`src/rtl/lap_stopwatch.sv`:
```
// BCD lap stopwatch: IDLE/RUN/PAUSE/SPLIT control, 0.01 s digit chain and full-scale wrap pulse.
// Define LAP_STOPWATCH_LAP_EN to build the show-ahead lap FIFO and the SPLIT display freeze.
module lap_stopwatch #(
    parameter int CLK_HZ     = 50000000,
    parameter int NUM_DIGITS = 6,
    parameter int LAP_DEPTH  = 4
) (
    input  logic                    clk,
    input  logic                    rst_n,
    input  logic                    start_pause,
    input  logic                    clear,
    input  logic                    lap,
    input  logic                    lap_rd,
    output logic [4*NUM_DIGITS-1:0] time_bcd,
    output logic [4*NUM_DIGITS-1:0] disp_bcd,
    output logic [1:0]              state,
    output logic                    overflow,
    output logic [4*NUM_DIGITS-1:0] lap_data,
    output logic [4:0]              lap_count,
    output logic                    lap_full,
    output logic                    lap_ovf
);
    localparam int TW      = 4 * NUM_DIGITS;
    localparam int PRE_MAX = CLK_HZ / 100 - 1;
    localparam int PRE_W   = (PRE_MAX > 0) ? $clog2(PRE_MAX + 1) : 1;
    localparam logic [PRE_W-1:0] PRE_TC = PRE_W'(PRE_MAX);

    typedef enum logic [1:0] {
        ST_IDLE  = 2'b00,
        ST_RUN   = 2'b01,
        ST_PAUSE = 2'b10,
        ST_SPLIT = 2'b11
    } state_e;

    // Seconds tens and minutes tens roll over after 5; every other digit after 9.
    function automatic logic [3:0] digit_max(input int idx);
        if ((idx == 3) || (idx == 5)) begin
            return 4'd5;
        end else begin
            return 4'd9;
        end
    endfunction

    state_e            state_q, state_d;
    logic [PRE_W-1:0]  pre_q, pre_d;
    logic [TW-1:0]     time_q, time_d, time_inc_s;
    logic [TW-1:0]     disp_q, disp_d;
    logic              ovf_q, ovf_d;
    logic              running_s, tick_s, carry_s, capture_s, lap_s;

`ifdef LAP_STOPWATCH_LAP_EN
    assign lap_s = lap;
`else
    logic unused_s;
    assign lap_s    = 1'b0;
    assign unused_s = lap ^ lap_rd;
`endif

    assign running_s = (state_q == ST_RUN) || (state_q == ST_SPLIT);
    assign tick_s    = running_s && (pre_q == PRE_TC);

    // Ripple +1 through the digit chain; carry out of the top digit means full scale.
    always_comb begin
        time_inc_s = time_q;
        carry_s    = 1'b1;
        for (int i = 0; i < NUM_DIGITS; i++) begin
            if (carry_s) begin
                if (time_q[4*i +: 4] == digit_max(i)) begin
                    time_inc_s[4*i +: 4] = 4'd0;
                end else begin
                    time_inc_s[4*i +: 4] = time_q[4*i +: 4] + 4'd1;
                    carry_s              = 1'b0;
                end
            end else begin
                time_inc_s[4*i +: 4] = time_q[4*i +: 4];
            end
        end
    end

    // Control FSM next state with clear > start_pause > lap priority.
    always_comb begin
        state_d   = state_q;
        capture_s = 1'b0;
        if (clear) begin
            state_d = ST_IDLE;
        end else if (start_pause) begin
            case (state_q)
                ST_IDLE:  state_d = ST_RUN;
                ST_RUN:   state_d = ST_PAUSE;
                ST_PAUSE: state_d = ST_RUN;
                ST_SPLIT: state_d = ST_RUN;
                default:  state_d = ST_IDLE;
            endcase
        end else if (lap_s && running_s) begin
            state_d   = ST_SPLIT;
            capture_s = 1'b1;
        end else begin
            state_d = state_q;
        end
    end

    // Prescaler, time, wrap pulse and display; a tick in the cycle that pauses still lands.
    always_comb begin
        pre_d  = pre_q;
        time_d = time_q;
        ovf_d  = 1'b0;
        disp_d = disp_q;
        if (clear) begin
            pre_d  = {PRE_W{1'b0}};
            time_d = {TW{1'b0}};
            ovf_d  = 1'b0;
        end else begin
            if (running_s) begin
                if (tick_s) begin
                    pre_d = {PRE_W{1'b0}};
                end else begin
                    pre_d = pre_q + PRE_W'(1'b1);
                end
            end else if (state_q == ST_PAUSE) begin
                pre_d = pre_q;
            end else begin
                pre_d = {PRE_W{1'b0}};
            end
            if (tick_s) begin
                time_d = time_inc_s;
            end else begin
                time_d = time_q;
            end
            ovf_d = tick_s && carry_s;
        end
        if (state_d == ST_SPLIT) begin
            if (capture_s) begin
                disp_d = time_q;
            end else begin
                disp_d = disp_q;
            end
        end else begin
            disp_d = time_d;
        end
    end

    // Control and time registers.
    always_ff @(posedge clk) begin
        if (!rst_n) begin
            state_q <= ST_IDLE;
            pre_q   <= {PRE_W{1'b0}};
            time_q  <= {TW{1'b0}};
            disp_q  <= {TW{1'b0}};
            ovf_q   <= 1'b0;
        end else begin
            state_q <= state_d;
            pre_q   <= pre_d;
            time_q  <= time_d;
            disp_q  <= disp_d;
            ovf_q   <= ovf_d;
        end
    end

    assign time_bcd = time_q;
    assign disp_bcd = disp_q;
    assign state    = state_q;
    assign overflow = ovf_q;

`ifdef LAP_STOPWATCH_LAP_EN
    localparam int PW = (LAP_DEPTH > 1) ? $clog2(LAP_DEPTH) : 1;
    localparam logic [PW-1:0] LAST_PTR = PW'(LAP_DEPTH - 1);
    localparam logic [4:0]    DEPTH_C  = 5'(LAP_DEPTH);

    // Circular pointer advance; depth need not be a power of two.
    function automatic logic [PW-1:0] ptr_inc(input logic [PW-1:0] p);
        if (p == LAST_PTR) begin
            return {PW{1'b0}};
        end else begin
            return p + PW'(1'b1);
        end
    endfunction

    logic [TW-1:0] mem_q [LAP_DEPTH];
    logic [TW-1:0] mem_d [LAP_DEPTH];
    logic [PW-1:0] wr_q, wr_d, rd_q, rd_d;
    logic [4:0]    cnt_q, cnt_d;
    logic          full_q, full_d, lovf_q, lovf_d;
    logic [TW-1:0] head_q, head_d;
    logic          push_s, pop_s;

    // FIFO bookkeeping: a pop frees room for a same-cycle capture even when full.
    always_comb begin
        mem_d  = mem_q;
        wr_d   = wr_q;
        rd_d   = rd_q;
        cnt_d  = cnt_q;
        lovf_d = lovf_q;
        push_s = 1'b0;
        pop_s  = 1'b0;
        if (clear) begin
            wr_d   = {PW{1'b0}};
            rd_d   = {PW{1'b0}};
            cnt_d  = 5'd0;
            lovf_d = 1'b0;
        end else begin
            pop_s  = lap_rd && (cnt_q != 5'd0);
            push_s = capture_s && ((cnt_q != DEPTH_C) || pop_s);
            if (push_s) begin
                mem_d[wr_q] = time_q;
                wr_d        = ptr_inc(wr_q);
            end else begin
                wr_d = wr_q;
            end
            if (pop_s) begin
                rd_d = ptr_inc(rd_q);
            end else begin
                rd_d = rd_q;
            end
            case ({push_s, pop_s})
                2'b10:   cnt_d = cnt_q + 5'd1;
                2'b01:   cnt_d = cnt_q - 5'd1;
                default: cnt_d = cnt_q;
            endcase
            if (capture_s && !push_s) begin
                lovf_d = 1'b1;
            end else begin
                lovf_d = lovf_q;
            end
        end
        full_d = (cnt_d == DEPTH_C);
        if (cnt_d == 5'd0) begin
            head_d = {TW{1'b0}};
        end else begin
            head_d = mem_d[rd_d];
        end
    end

    // Lap FIFO registers; the head is pre-registered for show-ahead output.
    always_ff @(posedge clk) begin
        if (!rst_n) begin
            for (int i = 0; i < LAP_DEPTH; i++) begin
                mem_q[i] <= {TW{1'b0}};
            end
            wr_q   <= {PW{1'b0}};
            rd_q   <= {PW{1'b0}};
            cnt_q  <= 5'd0;
            full_q <= 1'b0;
            lovf_q <= 1'b0;
            head_q <= {TW{1'b0}};
        end else begin
            mem_q  <= mem_d;
            wr_q   <= wr_d;
            rd_q   <= rd_d;
            cnt_q  <= cnt_d;
            full_q <= full_d;
            lovf_q <= lovf_d;
            head_q <= head_d;
        end
    end

    assign lap_data  = head_q;
    assign lap_count = cnt_q;
    assign lap_full  = full_q;
    assign lap_ovf   = lovf_q;
`else
    assign lap_data  = {TW{1'b0}};
    assign lap_count = 5'd0;
    assign lap_full  = 1'b0;
    assign lap_ovf   = 1'b0;
`endif

endmodule

```
`config.mk`:
```
export PLATFORM = sky130hd
export DESIGN_NAME = lap_stopwatch
export DESIGN_NICKNAME = d
export VERILOG_FILES = /design/src/rtl/lap_stopwatch.sv
export SDC_FILE = /design/constraint.sdc
export NUM_CORES = 1
export LEC_CHECK = 0
export BUFFER_PORTS_ARGS = -buffer_cell sky130_fd_sc_hd__buf_2
export CORE_MARGIN = 2
export CORE_UTILIZATION = 56
export DETAILED_ROUTE_END_ITERATION = 10
export GPL_ROUTABILITY_DRIVEN = 1
export MAX_ROUTING_LAYER = met4
export PLACE_DENSITY = 0.83
export SETUP_SLACK_MARGIN = 0.02
export SLEW_MARGIN = 20
export SYNTH_ARGS = -nofsm -noshare
export SYNTH_HDL_FRONTEND = slang
export SYNTH_SLANG_ARGS = --single-unit
```
`constraint.sdc`:
```
create_clock -name clk -period 3.6 [get_ports clk]
set_input_delay 0.72 -clock clk [delete_from_list [all_inputs] [get_ports clk]]
set_output_delay 0.72 -clock clk [all_outputs]
set_load 0.03 [all_outputs]
```
Yosys cells after proc, flatten, opt, wreduce, memory -nomap -nowiden
Index checks and enable logic that the tools add are counted.
{ "totals": {"mem_bits_rw": 0, "word_cells": 67, "latch_bits": 0, "out_inout_bits": 82, "reg_bits": 70, "mem_bits_ro": 0, "input_bits": 6, "n_memories": 0} }
{ "classes": {"n_div": 0, "eq_ne": 12, "shifts": 0, "add_sub_neg": 7, "multipliers": 0, "reduce_logical": 6, "bitwise_logic": 1, "order_cmp": 0, "n_mux": 36} }
{ "ops": {"columns": ["cell", "count"], "rows": [
  ["2-to-1 mux 24 bit", 3],
  ["2-to-1 mux 4 bit", 16],
  ["2-to-1 mux 19 bit", 3],
  ["adder 4 x 1 -> 4 bit (second input constant)", 6],
  ["equality test 4 bit", 5],
  ["adder 19 x 1 -> 19 bit (second input constant)", 1],
  ["equality test 19 bit (second input constant)", 1],
  ["2-to-1 mux 1 bit", 11],
  ["equality test 2 bit (second input constant)", 3],
  ["equality test 4 bit (second input constant)", 1],
  ["2-to-1 mux 2 bit", 2],
  ["one-hot mux 2 bit (2 select lines)", 1],
  ["OR reduction 3 bit", 1],
  ["equality test 2 x 1 -> 1 bit (second input constant)", 1],
  ["logical AND 1 bit", 2],
  ["zero test 2 bit", 1],
  ["inequality test 2 bit (second input constant)", 1],
  ["OR reduction 2 bit", 1],
  ["logical OR 1 bit", 1],
  ["NOT 1 bit", 1]
]} }

Longest topological paths before layout
{ "depth": {"word_depth": 25, "mapped_depth": 8, "mapped_depth_nobuf": 6} }

Least setup slack after synthesis
OpenSTA, ideal clock, no wires.
{ "synth_path": {"path_type": "input to register", "start": "input port start_pause", "end": "register disp_q[19], in the netlist disp_bcd[19]", "setup_ns": 0.116, "arrival_time_ns": 1.913, "setup_slack_ns": 1.571, "n_path_buf": 1, "stages": 6, "t_required_ns": 3.484, "path_cell_list": "nand2b_1 nor3b_1 nand2b_1 clkbuf_1 a21oi_1 a31o_1"} }
{ "synth_between": {"elab_chain_len": 3} }
{ "synth_rtl": {"columns": ["element", "line", "text"], "rows": [
  ["start, declared", "10", "input logic start_pause,"],
  ["2-to-1 mux 2 bit", "86", "end else if (start_pause) begin"],
  ["2-to-1 mux 2 bit", "84", "if (clear) begin"],
  ["equality test 2 bit", "131", "if (state_d == ST_SPLIT) begin"],
  ["end signal, assigned", "148", "disp_q <= {TW{1'b0}};"],
  ["end signal, assigned", "154", "disp_q <= disp_d;"],
  ["end, declared", "47", "logic [TW-1:0] disp_q, disp_d;"]
]} }
No other way between the ends.
A chain may end at the register's enable or synchronous reset.

Worst setup path after layout
{ "layout_path": {"start": "register pre_q[0]", "end": "register disp_q[5], in the netlist disp_bcd[5]"} }
{ "layout_between": {"elab_chain_len": 5} }
{ "layout_rtl": {"columns": ["element", "line", "text"], "rows": [
  ["start, declared", "45", "logic [PRE_W-1:0] pre_q, pre_d;"],
  ["start signal, assigned", "146", "pre_q <= {PRE_W{1'b0}};"],
  ["start signal, assigned", "152", "pre_q <= pre_d;"],
  ["equality test 19 bit", "60", "assign tick_s = running_s && (pre_q == PRE_TC);"],
  ["logical AND 1 bit", "60", null],
  ["2-to-1 mux 24 bit", "124", "if (tick_s) begin"],
  ["2-to-1 mux 24 bit", "108", "if (clear) begin"],
  ["2-to-1 mux 24 bit", "131", null]
]} }
No other way between the ends. The select of a mux whose other input is x is not followed.

==> flow_summary.ini <==
[outcome]
outcome = completed

[critical_path]
path_buf_inv = 0
cp.required_ns = 3.80
endpoint_kind = register
slowest_stage = or4b_1
critPathArrivalTime_ns = 2.48
critPathLaunchType = register
critPathKind = reg2reg
crit_fanout = 9
critPathMaxStageDelay_ns = 0.60
crit_family = simple AND/OR/NAND/NOR gates
cp_cell_sequence = ha_1 > and4_1 > nand4_2 > or4b_1 > a21oi_1 > o21ai_0

[pwr]
combPwrFrac = 0.046
ir_drop_mv = 0.2306
p_leak_nw = 1.496
p_switching_mw = 0.3667
internal_power_mw = 1.168
power_frac_clock = 0.448
seqPwrFrac = 0.506
swShare = 0.2390
power.density_nw_per_um2 = 389.6

[yosys]
ys_async_sr_fraction = 0
synth.distinct_cells = 63
syn_area_per_cell_um2 = 8.482
syn-cell-area_um2 = 3537
syn_inst = 417
synth_edf_count = 0
synth.yosys.seq_area_share = 0.3962
ys.flop_type = dfxtp_1
ys.warnings.count = 0
synth_seq_cells = 70

[cts]
clock-sinks = 70
path_clk_slew_ns = 0.07
cts-root-buf = clkbuf_8
cts_made_buffers = 9
clockBufferDepth = 2
cts_resized = 0
postCtsSetupBuffers = 0
h-tree-depth = 3
cts_tree = built
cts_hold_buf = 0
clk_latency_ns = 0.35

[flow_run]
cap_violations = 0

[timing]
fin_skew_ns = 0.009832
drv_slew = 0
tightest_slew_ns = 0.7801
layout_min_cycle_time_ns = 2.271
min_period_over_period = 0.6308
rsz0062_at_grt = false
fmax_ghz = 0.4404
timing.setup.tns_ns = 0
slew_headroom = 0.4799
finalSetupViolCount = 0
report.final.hold_viol_count = 0

[die]
initial_core_util = 0.5870
die_h_um = 83.48
dieWidth_um = 83.48
dieArea_um2 = 6968
rows = 28
boundaryPins = 88
coreArea_um2 = 6026

[min_path]
hold_path.class = reg2reg

[detailed_routing]
dr.pass1.iters = 5
drc = 0
drtAntennaViolNets = 0
wl_per_cell_um = 14.51
viasPerCell = 5.677
initialDrtViolationCount = 178
num_vias = 3111
routed_wl_um = 7954

[place]
hpwl_um = 5549
place_inst = 532
globalplace.congestion = 0.8760
io_buffer_count = 54

[cells_and_area]
layout.cells.non_filler = 548
diodes = 0
drive_above_1_share = 0.1860
syn2layout_area_growth_pct = 11.35
fin_nets = 475

[grt]
grt_pass1_vias = 2795
gr-usage-all-layers = 0.2390
grt_pass1_wl_um = 13260
antenna_found_initial = 0
grt-ovfl-total = 0
grt_max_degree = 23
[flip-flops by register name, indices dropped and copies added, names as in the netlist]
signal,cells
pre_q,19
time_bcd,24
state,2
overflow,1
disp_bcd,24
[layout by cell type, fill, tap and decap left out, types with 13 or more instances in the layout]
| master | netlist | routed |
|---|---|---|
| a21oi_1 | 20 | 20 |
| buf_2 | 2 | 54 |
| conb_1 | 1 | 31 |
| dfxtp_1 | 70 | 70 |
| nand2_1 | 49 | 49 |
| nand3_1 | 16 | 16 |
| nor2_1 | 28 | 28 |
| nor3_1 | 13 | 13 |
| o21ai_0 | 24 | 24 |
| xnor2_1 | 15 | 15 |
[through the flow]
stage               hold WS, ns  power (mW)    util  worst slack [ns]  area (µm²)
finish                   0.4452       1.534  0.6537             1.329        3939
global route             0.4702       1.577  0.6537             1.139        3939
CTS                      0.4506       1.542  0.6537             1.360        3939
detailed placement       0.4377      0.8646  0.6184             1.178        3726
global placement         0.4303      0.8641  0.6184             1.203        3726
floorplan                0.4423      0.8808       -             1.571        3650
[Yosys cell counts, types with 10 or more instances]
| cell type | instances | area [µm²] |
|---|---|---|
| nor4_1 | 10 | 62.56 |
| buf_4 | 31 | 232.7 |
| xnor2_1 | 15 | 131.4 |
| nor3_1 | 13 | 65.06 |
| clkbuf_1 | 12 | 45.04 |
| nand3_1 | 16 | 80.08 |
| o21ai_0 | 24 | 120.1 |
| nor2_1 | 28 | 105.1 |
| a21oi_1 | 20 | 100.1 |
| dfxtp_1 | 70 | 1401 |
| nand2_1 | 49 | 183.9 |
| nand2b_1 | 12 | 75.07 |
[per-layer routing]
| layer | part of all wire | GRT usage | routed length [µm] | up-vias |
|---|---|---|---|---|
| met4 | 0.023 | 0.1202 | 184 | 0 |
| met1 | 0.45 | 0.3112 | 3611 | 1446 |
| met3 | 0.058 | 0.03660 | 459 | 17 |
| met5 | 0 | - | 0 | - |
| met2 | 0.46 | 0.3629 | 3697 | 120 |
| li1 | - | - | - | 1528 |
[final cells by class]
cell class                 instances  area (µm²)
clock buffer                       9       123.9
clock inverter                     7       88.84
fill                             539        2087
inverter                           9       33.78
multi-input combinational        319        1889
sequential                        70        1401
tap                               75       93.84
timing repair buffer              59       307.8
[worst min-delay path, delay by kind of cell, from the launching register on]
| kind | cells | cell delay (ns) |
|---|---|---|
| compound gates | 1 | 0.05 |
| flops | 1 | 0.32 |
| simple gates | 1 | 0.04 |
[logic make-up after synthesis]
family                     synth area share
and+or+nand+nor                      0.2893
AOI/OAI and AO/OA                    0.1465
DFF                                  0.3962
buffers and inverters                0.1015
xor gates and xnor gates            0.04210
muxes                               0.01981
adders and majority gates          0.003537
other                              0.001060
[power by group through the flow]
stage          sequential, mW  combinational [mW]  clock (mW)
2_1_floorplan           0.795              0.0859           0
3_3_place_gp            0.795              0.0691           0
3_5_place_dp            0.795              0.0695           0
4_1_cts                 0.777              0.0695       0.695
5_1_grt                 0.777              0.0750       0.725
6_report                0.777              0.0705       0.687
[path summary, 6_finish.rpt]
check / from / endpoint / slack, ns / depth (start not counted)
worst max-delay path: pre_q[0]$_SDFFE_PP0P_ / disp_bcd[5]$_SDFFE_PN0P_ / 1.33 / 6
worst min-delay path: disp_bcd[4]$_SDFFE_PN0P_ / disp_bcd[4]$_SDFFE_PN0P_ / 0.45 / 2
worst max register to register: pre_q[0]$_SDFFE_PP0P_ / disp_bcd[5]$_SDFFE_PN0P_ / 1.33 / 6
worst min register to register: disp_bcd[4]$_SDFFE_PN0P_ / disp_bcd[4]$_SDFFE_PN0P_ / 0.45 / 2
No activity file was read; power rests on OpenSTA's default activity.
